`config.mk`:
```
export PLATFORM = sky130hd
export DESIGN_NAME = issue_dispatcher_flat
export DESIGN_NICKNAME = d
export VERILOG_FILES = /design/src/rtl/issue_dispatcher_if.sv /design/src/rtl/issue_dispatcher.sv /design/src/flat_wrapper.sv
export SDC_FILE = /design/constraint.sdc
export NUM_CORES = 1
export LEC_CHECK = 0
export BUFFER_PORTS_ARGS = -buffer_cell sky130_fd_sc_hd__buf_2
export CAP_MARGIN = 20
export CORE_UTILIZATION = 55
export DETAILED_ROUTE_END_ITERATION = 6
export GPL_ROUTABILITY_DRIVEN = 0
export PLACE_DENSITY_LB_ADDON = 0.2
export SYNTH_ARGS = -nofsm -noshare
export SYNTH_HDL_FRONTEND = slang
export SYNTH_SLANG_ARGS = --single-unit
```
`constraint.sdc`:
```
create_clock -name clock -period 4.2 [get_ports clock]
set_clock_uncertainty 0.15 [all_clocks]
set_input_delay 1.05 -clock clock [delete_from_list [all_inputs] [get_ports clock]]
set_output_delay 1.05 -clock clock [all_outputs]
set_load 0.005 [all_outputs]
```
`src/rtl/issue_dispatcher_if.sv`:
```
// Issue-stage bus between the instruction queue, the dispatcher and the CDB/RS side.
// Groups the queue handshake (in_valid/stall plus instruction fields), station release,
// CDB snoop and the registered issue outputs.
//   master : drives the instruction, release and CDB inputs; observes stall and issue_*.
//   slave  : the dispatcher itself.
interface issue_dispatcher_if #(
    parameter int unsigned TAG_W = 3
);
    logic             in_valid;
    logic [2:0]       opcode;
    logic [2:0]       rx;
    logic [2:0]       ry;
    logic [2:0]       rz;
    logic [3:0]       immediate;
    logic             rs_release;
    logic [TAG_W-1:0] rs_rel_tag;
    logic             cdb_valid;
    logic [TAG_W-1:0] cdb_tag;
    logic             stall;
    logic             issue_valid;
    logic [TAG_W-1:0] issue_tag;
    logic [2:0]       issue_op;
    logic [2:0]       issue_rj;
    logic [2:0]       issue_rk;
    logic [TAG_W-1:0] issue_qj;
    logic [TAG_W-1:0] issue_qk;
    logic [3:0]       issue_imm;
    logic             illegal_op;
    logic [7:0]       issue_count;

    modport master (
        output in_valid, opcode, rx, ry, rz, immediate,
        output rs_release, rs_rel_tag, cdb_valid, cdb_tag,
        input  stall, issue_valid, issue_tag, issue_op, issue_rj, issue_rk,
        input  issue_qj, issue_qk, issue_imm, illegal_op, issue_count
    );

    modport slave (
        input  in_valid, opcode, rx, ry, rz, immediate,
        input  rs_release, rs_rel_tag, cdb_valid, cdb_tag,
        output stall, issue_valid, issue_tag, issue_op, issue_rj, issue_rk,
        output issue_qj, issue_qk, issue_imm, illegal_op, issue_count
    );
endinterface

```
`src/rtl/issue_dispatcher.sv`:
```
// Tomasulo issue stage. Takes one decoded instruction per cycle, allocates the
// lowest free reservation station of its class (ALU: ADD/SUB, MEM: LD/SD), looks up
// source producer tags in an 8-entry register status table (Qi), renames the
// destination, and snoops the CDB to clear completed tags.
// Ports:
//   clock, reset : system clock, synchronous active-high reset
//   bus          : issue_dispatcher_if.slave (instruction in, stall out, release,
//                  CDB snoop, registered issue_* / illegal_op pulses, issue_count)
module issue_dispatcher #(
    parameter int unsigned NUM_ALU_RS = 2,
    parameter int unsigned NUM_MEM_RS = 2,
    parameter int unsigned TAG_W      = 3
) (
    input logic               clock,
    input logic               reset,
    issue_dispatcher_if.slave bus
);
    localparam int unsigned NUM_RS = NUM_ALU_RS + NUM_MEM_RS;

    typedef logic [TAG_W-1:0] tag_t;

    logic [NUM_RS-1:0] busy_q, busy_d;   // bit i = station with tag i+1
    tag_t              qi_q [8];
    tag_t              qi_d [8];

    logic       op_legal, op_alu, op_sd, has_dest;
    logic       alu_free, mem_free, cls_free;
    tag_t       alu_tag, mem_tag, alloc_tag;
    logic       accept, do_issue, do_illegal;
    tag_t       src_j, src_k, qj, qk;
    logic [2:0] rk;

    logic       issue_valid_q, illegal_q;
    tag_t       issue_tag_q, issue_qj_q, issue_qk_q;
    logic [2:0] issue_op_q, issue_rj_q, issue_rk_q;
    logic [3:0] issue_imm_q;
    logic [7:0] issue_count_q;

    assign op_legal = ~bus.opcode[2];
    assign op_alu   = bus.opcode[2:1] == 2'b00;
    assign op_sd    = bus.opcode == 3'b011;
    assign has_dest = op_legal & ~op_sd;

    // Lowest-numbered free station per class; scan downward so the lowest wins.
    always_comb begin
        alu_free = 1'b0;
        alu_tag  = '0;
        for (int i = int'(NUM_ALU_RS) - 1; i >= 0; i--) begin
            if (!busy_q[i]) begin
                alu_free = 1'b1;
                alu_tag  = tag_t'(i + 1);
            end
        end
        mem_free = 1'b0;
        mem_tag  = '0;
        for (int i = int'(NUM_RS) - 1; i >= int'(NUM_ALU_RS); i--) begin
            if (!busy_q[i]) begin
                mem_free = 1'b1;
                mem_tag  = tag_t'(i + 1);
            end
        end
    end

    assign cls_free   = op_alu ? alu_free : mem_free;
    assign alloc_tag  = op_alu ? alu_tag : mem_tag;
    // Depends only on registered busy bits and current inputs.
    assign bus.stall  = bus.in_valid & op_legal & ~cls_free;
    assign accept     = bus.in_valid & ~bus.stall;
    assign do_issue   = accept & op_legal;
    assign do_illegal = accept & ~op_legal;

    // Source lookup uses Qi before this instruction's rename; a matching CDB
    // broadcast in the same cycle forwards as "value ready" (tag 0).
    always_comb begin
        src_j = qi_q[bus.ry];
        src_k = '0;
        rk    = '0;
        unique case (bus.opcode[1:0])
            2'b00, 2'b01: begin src_k = qi_q[bus.rz]; rk = bus.rz; end
            2'b11:        begin src_k = qi_q[bus.rx]; rk = bus.rx; end
            default:      begin src_k = '0;           rk = '0;     end
        endcase
        qj = (bus.cdb_valid && src_j == bus.cdb_tag) ? '0 : src_j;
        qk = (bus.cdb_valid && src_k == bus.cdb_tag) ? '0 : src_k;
    end

    // CDB clear first, then rename, so a same-cycle rename wins.
    always_comb begin
        for (int r = 0; r < 8; r++) begin
            qi_d[r] = qi_q[r];
            if (bus.cdb_valid && qi_q[r] == bus.cdb_tag) qi_d[r] = '0;
            if (do_issue && has_dest && bus.rx == 3'(r)) qi_d[r] = alloc_tag;
        end
        busy_d = busy_q;
        for (int i = 0; i < int'(NUM_RS); i++) begin
            if (bus.rs_release && bus.rs_rel_tag == tag_t'(i + 1)) busy_d[i] = 1'b0;
            if (do_issue && alloc_tag == tag_t'(i + 1)) busy_d[i] = 1'b1;
        end
    end

    always_ff @(posedge clock) begin
        if (reset) begin
            busy_q        <= '0;
            for (int r = 0; r < 8; r++) qi_q[r] <= '0;
            issue_valid_q <= 1'b0;
            illegal_q     <= 1'b0;
            issue_tag_q   <= '0;
            issue_op_q    <= '0;
            issue_rj_q    <= '0;
            issue_rk_q    <= '0;
            issue_qj_q    <= '0;
            issue_qk_q    <= '0;
            issue_imm_q   <= '0;
            issue_count_q <= '0;
        end else begin
            busy_q        <= busy_d;
            for (int r = 0; r < 8; r++) qi_q[r] <= qi_d[r];
            issue_valid_q <= do_issue;
            illegal_q     <= do_illegal;
            if (do_issue) begin
                issue_tag_q   <= alloc_tag;
                issue_op_q    <= bus.opcode;
                issue_rj_q    <= bus.ry;
                issue_rk_q    <= rk;
                issue_qj_q    <= qj;
                issue_qk_q    <= qk;
                issue_imm_q   <= bus.immediate;
                issue_count_q <= issue_count_q + 8'd1;
            end
        end
    end

    assign bus.issue_valid = issue_valid_q;
    assign bus.issue_tag   = issue_tag_q;
    assign bus.issue_op    = issue_op_q;
    assign bus.issue_rj    = issue_rj_q;
    assign bus.issue_rk    = issue_rk_q;
    assign bus.issue_qj    = issue_qj_q;
    assign bus.issue_qk    = issue_qk_q;
    assign bus.issue_imm   = issue_imm_q;
    assign bus.illegal_op  = illegal_q;
    assign bus.issue_count = issue_count_q;
endmodule
```
`src/flat_wrapper.sv`:
```
// flat-port wrapper written by rule: the top's interface ports become plain ports
module issue_dispatcher_flat 
#(
    parameter int unsigned NUM_ALU_RS = 2,
    parameter int unsigned NUM_MEM_RS = 2,
    parameter int unsigned TAG_W      = 3
)
  (clock, reset, bus_in_valid, bus_opcode, bus_rx, bus_ry, bus_rz, bus_immediate, bus_rs_release, bus_rs_rel_tag, bus_cdb_valid, bus_cdb_tag, bus_stall, bus_issue_valid, bus_issue_tag, bus_issue_op, bus_issue_rj, bus_issue_rk, bus_issue_qj, bus_issue_qk, bus_issue_imm, bus_illegal_op, bus_issue_count);
  issue_dispatcher_if #(.TAG_W(TAG_W)) bus_i ();
  input logic clock;
  input logic reset;
  input wire logic [$bits(bus_i.in_valid)-1:0] bus_in_valid;
  input wire logic [$bits(bus_i.opcode)-1:0] bus_opcode;
  input wire logic [$bits(bus_i.rx)-1:0] bus_rx;
  input wire logic [$bits(bus_i.ry)-1:0] bus_ry;
  input wire logic [$bits(bus_i.rz)-1:0] bus_rz;
  input wire logic [$bits(bus_i.immediate)-1:0] bus_immediate;
  input wire logic [$bits(bus_i.rs_release)-1:0] bus_rs_release;
  input wire logic [$bits(bus_i.rs_rel_tag)-1:0] bus_rs_rel_tag;
  input wire logic [$bits(bus_i.cdb_valid)-1:0] bus_cdb_valid;
  input wire logic [$bits(bus_i.cdb_tag)-1:0] bus_cdb_tag;
  output wire logic [$bits(bus_i.stall)-1:0] bus_stall;
  output wire logic [$bits(bus_i.issue_valid)-1:0] bus_issue_valid;
  output wire logic [$bits(bus_i.issue_tag)-1:0] bus_issue_tag;
  output wire logic [$bits(bus_i.issue_op)-1:0] bus_issue_op;
  output wire logic [$bits(bus_i.issue_rj)-1:0] bus_issue_rj;
  output wire logic [$bits(bus_i.issue_rk)-1:0] bus_issue_rk;
  output wire logic [$bits(bus_i.issue_qj)-1:0] bus_issue_qj;
  output wire logic [$bits(bus_i.issue_qk)-1:0] bus_issue_qk;
  output wire logic [$bits(bus_i.issue_imm)-1:0] bus_issue_imm;
  output wire logic [$bits(bus_i.illegal_op)-1:0] bus_illegal_op;
  output wire logic [$bits(bus_i.issue_count)-1:0] bus_issue_count;
  assign bus_i.in_valid = bus_in_valid;
  assign bus_i.opcode = bus_opcode;
  assign bus_i.rx = bus_rx;
  assign bus_i.ry = bus_ry;
  assign bus_i.rz = bus_rz;
  assign bus_i.immediate = bus_immediate;
  assign bus_i.rs_release = bus_rs_release;
  assign bus_i.rs_rel_tag = bus_rs_rel_tag;
  assign bus_i.cdb_valid = bus_cdb_valid;
  assign bus_i.cdb_tag = bus_cdb_tag;
  assign bus_stall = bus_i.stall;
  assign bus_issue_valid = bus_i.issue_valid;
  assign bus_issue_tag = bus_i.issue_tag;
  assign bus_issue_op = bus_i.issue_op;
  assign bus_issue_rj = bus_i.issue_rj;
  assign bus_issue_rk = bus_i.issue_rk;
  assign bus_issue_qj = bus_i.issue_qj;
  assign bus_issue_qk = bus_i.issue_qk;
  assign bus_issue_imm = bus_i.issue_imm;
  assign bus_illegal_op = bus_i.illegal_op;
  assign bus_issue_count = bus_i.issue_count;
  issue_dispatcher #(.NUM_ALU_RS(NUM_ALU_RS), .NUM_MEM_RS(NUM_MEM_RS), .TAG_W(TAG_W)) u_core (.clock(clock), .reset(reset), .bus(bus_i));
endmodule
```
==> metrics.md <==
| Metric | Value |
|---|---|
| Antenna Cells | `0` |
| Die Span Y | `80.36 um` |
| Status | `completed` |
| Resized Gates After CTS | `0` |
| CTS H-Tree Depth | `3` |
| Layout cell share with drive strength beyond 1 | `0.2265` |
| Post-synthesis cell type count | `53` |
| Post-synth EDFFs | `0` |
| Mapped Area | `3377 um^2` |
| Critical Path RT | `3.00 ns` |
| Crit Path Category | `input pin to primary output` |
| Die footprint | `6458 um^2` |
| Ports | `60` |
| CP Launch Type | `input pin` |
| Fill count | `527` |
| Worst hold path depth | `1` |
| Tmin final | `3.083 ns` |
| Routed vias/inst | `6.051` |
| Sequential-to-total area share from yosys stat | `0.3557` |
| DR vias | `3,098` |
| Setup_tns | `0 ns` |
| Non-Filler Instances | `512` |
| Initial Util | `0.5704` |
| Syn_area_per_cell | `8.817 um^2` |
| CTS tree | `done` |
| Placed cells | `497` |
| Crit end category | `primary output` |
| Hold Crit Start | `u_core.bus.issue_op[2]` |
| Routed WL per cell | `17.04 um` |
| Hold Vio Cnt, Final | `0` |
| Mapped Nets | `411` |
| Input/output buffers | `59` |
| Starting DRT DRC Count | `305` |
| Cell with the most instances after synthesis | `dfxtp_1` |
| FF-to-FF Start | `u_core.busy_q[0]` |
| Top cells by area, synth | `dfxtp_1, xnor2_1, nor2_1` |
| Hold_buf cts | `0` |
| Peak VDD IR | `257.2 uV` |
| Clk slew on worst S/H paths | `0.06 ns` |
| P_leak | `1.572 nW` |
| Largest net degree at the start of global routing | `37` |
| Latest clock arrival within the worst-skew pair | `0.34 ns` |
| Total wire length | `8.724 mm` |
| Worst-Margin Slew | `1.025 ns` |
| Worst hold path type | `flip-flop to flip-flop` |
| First-pass GRT wire length | `14.15 mm` |
| First-pass DRT Iterations | `5` |
| Util after Layout | `0.6585` |
| Hold Path End | `u_core.bus.issue_op[2]` |
| Finished Cell Area | `3899 um^2` |
| Pwr/cell area | `346.6 nW/um^2` |
| Chip Width | `80.36 um` |
| Setup bufs post-CTS | `0` |
| # setup viols final | `0` |
| Initial antenna violation count | `0` |
| CORE AREA | `5921 um^2` |
| #FFs+latches synth | `60` |
| Syn Inst Count | `383` |
| RSZ-0062 raised after global routing | `false` |
| Clock Sinks | `60` |
| R2r worst-path depth | `6` |
| Post-synth ARST share | `0` |
| DRT antenna net count | `0` |
| Final worst path period share | `0.7340` |
| Highest clock rate | `324.4 MHz` |
| Std-Cell Rows | `28` |
| HPWL Detailed | `6.219 mm` |
| Max_slew headroom | `0.3154` |
| Final slew viol count | `0` |
| Vias in the first global route | `2,846` |
| Worst R2R Setup Slack | `1.93 ns` |
| Crit path DAT | `1.88 ns` |
| Top cell types by occurrence after synthesis | `dfxtp_1, nor2_1, nand2_1` |
| Post-synth top area share | `0.3557` |
| Main synth FF type | `dfxtp_1` |
| # nets final | `461` |
| Gr ovfl total | `0` |
| GRT Total Usage | `0.2903` |
| Max Cap Viol | `0` |
| Area grow syn2layout | `15.45%` |
| Root Buffer | `clkbuf_8` |
| Clk buf depth | `2` |
| Cell Area, Placed | `3675 um^2` |
| # DRC | `0` |
| Cell accounting for the most synthesized area | `dfxtp_1` |
| Critical path fanouts, max | `15` |
| Synth warnings | `0` |
| Num CTS Buffers | `9` |
| R2R Path End | `u_core.qi_q[0][1]` |
[logic make-up (layout without fill, tap and decap cells)]
kind of cell | after synthesis | count (layout) | share of synthesized area
AOI/OAI and AO/OA | 78 | 78 | 0.1623
xor gates and xnor gates | 34 | 34 | 0.08818
adders and majority gates | 1 | 1 | 0.003704
buffers and inverters | 27 | 81 | 0.03816
DFF | 60 | 60 | 0.3557
muxes | 30 | 30 | 0.1223
and+or+nand+nor | 153 | 153 | 0.2297
[per-layer routing]
layer  vias to the layer above  part of all wire  GRT usage
li1                       1482                 -          -
met3                        12             0.088    0.06932
met5                         -                 0          0
met4                         0             0.013    0.09107
met2                       148              0.46     0.4500
met1                      1456              0.44     0.3955
[worst max path at each step]
stage | startpoint | end | slack (ns) | cells after the start
after floorplan | bus_rz[0] | u_core.bus.issue_qk[2] | 1.34 | 7
after global placement | bus_rx[0] | u_core.bus.issue_qk[2] | 1.07 | 7
after detailed placement | bus_rx[0] | u_core.bus.issue_qk[2] | 1.02 | 7
after CTS | bus_opcode[1] | bus_stall | 1.12 | 4
after global routing | bus_opcode[1] | bus_stall | 1.08 | 4
final | bus_opcode[1] | bus_stall | 1.12 | 4
[layout make-up]
type	instances	area, um^2	share of cell area
clock buffers	11	151.4	0.03883
clock inverters	4	72.57	0.01861
inverters	4	15.01	0.003851
multi-input cells	296	2047	0.5250
flip-flops and latches	60	1201	0.3081
well taps	75	93.84	0.02407
repair buffers	62	317.8	0.08151
[cells in the final DEF, fill, tap and decap left out, drive strengths merged, types with 3 or more instances in the layout]
| master | n |
|---|---|
| a31oi | 11 |
| buf | 62 |
| o21ai | 5 |
| a311oi | 3 |
| xnor2 | 31 |
| a22oi | 18 |
| nand2 | 39 |
| a21oi | 20 |
| nor3b | 3 |
| nand4 | 6 |
| a22o | 3 |
| xor2 | 3 |
| nor3 | 8 |
| inv | 4 |
| mux4 | 9 |
| nand3 | 6 |
| a41oi | 5 |
| and3 | 5 |
| nor2b | 9 |
| nor2 | 60 |
| dfxtp | 60 |
| or3 | 6 |
| clkbuf | 11 |
| mux2i | 21 |
[where the power goes]
group / switching, mW / internal (mW) / total, mW
Sequential: 0.0126 / 0.584 / 0.596
Combinational: 0.0999 / 0.0669 / 0.167
Clock: 0.226 / 0.362 / 0.588
[stage by stage]
step,hold WS [ns],power [mW],setup WS (ns)
2_1_floorplan,0.3027,0.7234,1.337
3_3_place_gp,0.2891,0.7710,1.072
3_5_place_dp,0.2906,0.7742,1.025
4_1_cts,0.3066,1.358,1.125
5_1_grt,0.3276,1.408,1.075
6_report,0.2995,1.351,1.117
[worst max-delay path, cell delays in order]
cell and delay (ns):
buf_2 0.24, and4bb_4 0.25, o21ba_2 0.21, buf_2 0.12
[state kept, by name, summed over array words and instances, names as in the netlist]
| signal | flops |
|---|---|
| u_core.busy_q | 4 |
| u_core.bus.issue_imm | 4 |
| u_core.bus.illegal_op | 1 |
| u_core.bus.issue_qj | 3 |
| u_core.bus.issue_op | 3 |
| u_core.bus.issue_valid | 1 |
| u_core.bus.issue_qk | 3 |
| u_core.bus.issue_rj | 3 |
| u_core.qi_q | 24 |
| u_core.bus.issue_count | 8 |
| u_core.bus.issue_rk | 3 |
| u_core.bus.issue_tag | 3 |
No activity file was read; power rests on OpenSTA's default activity.
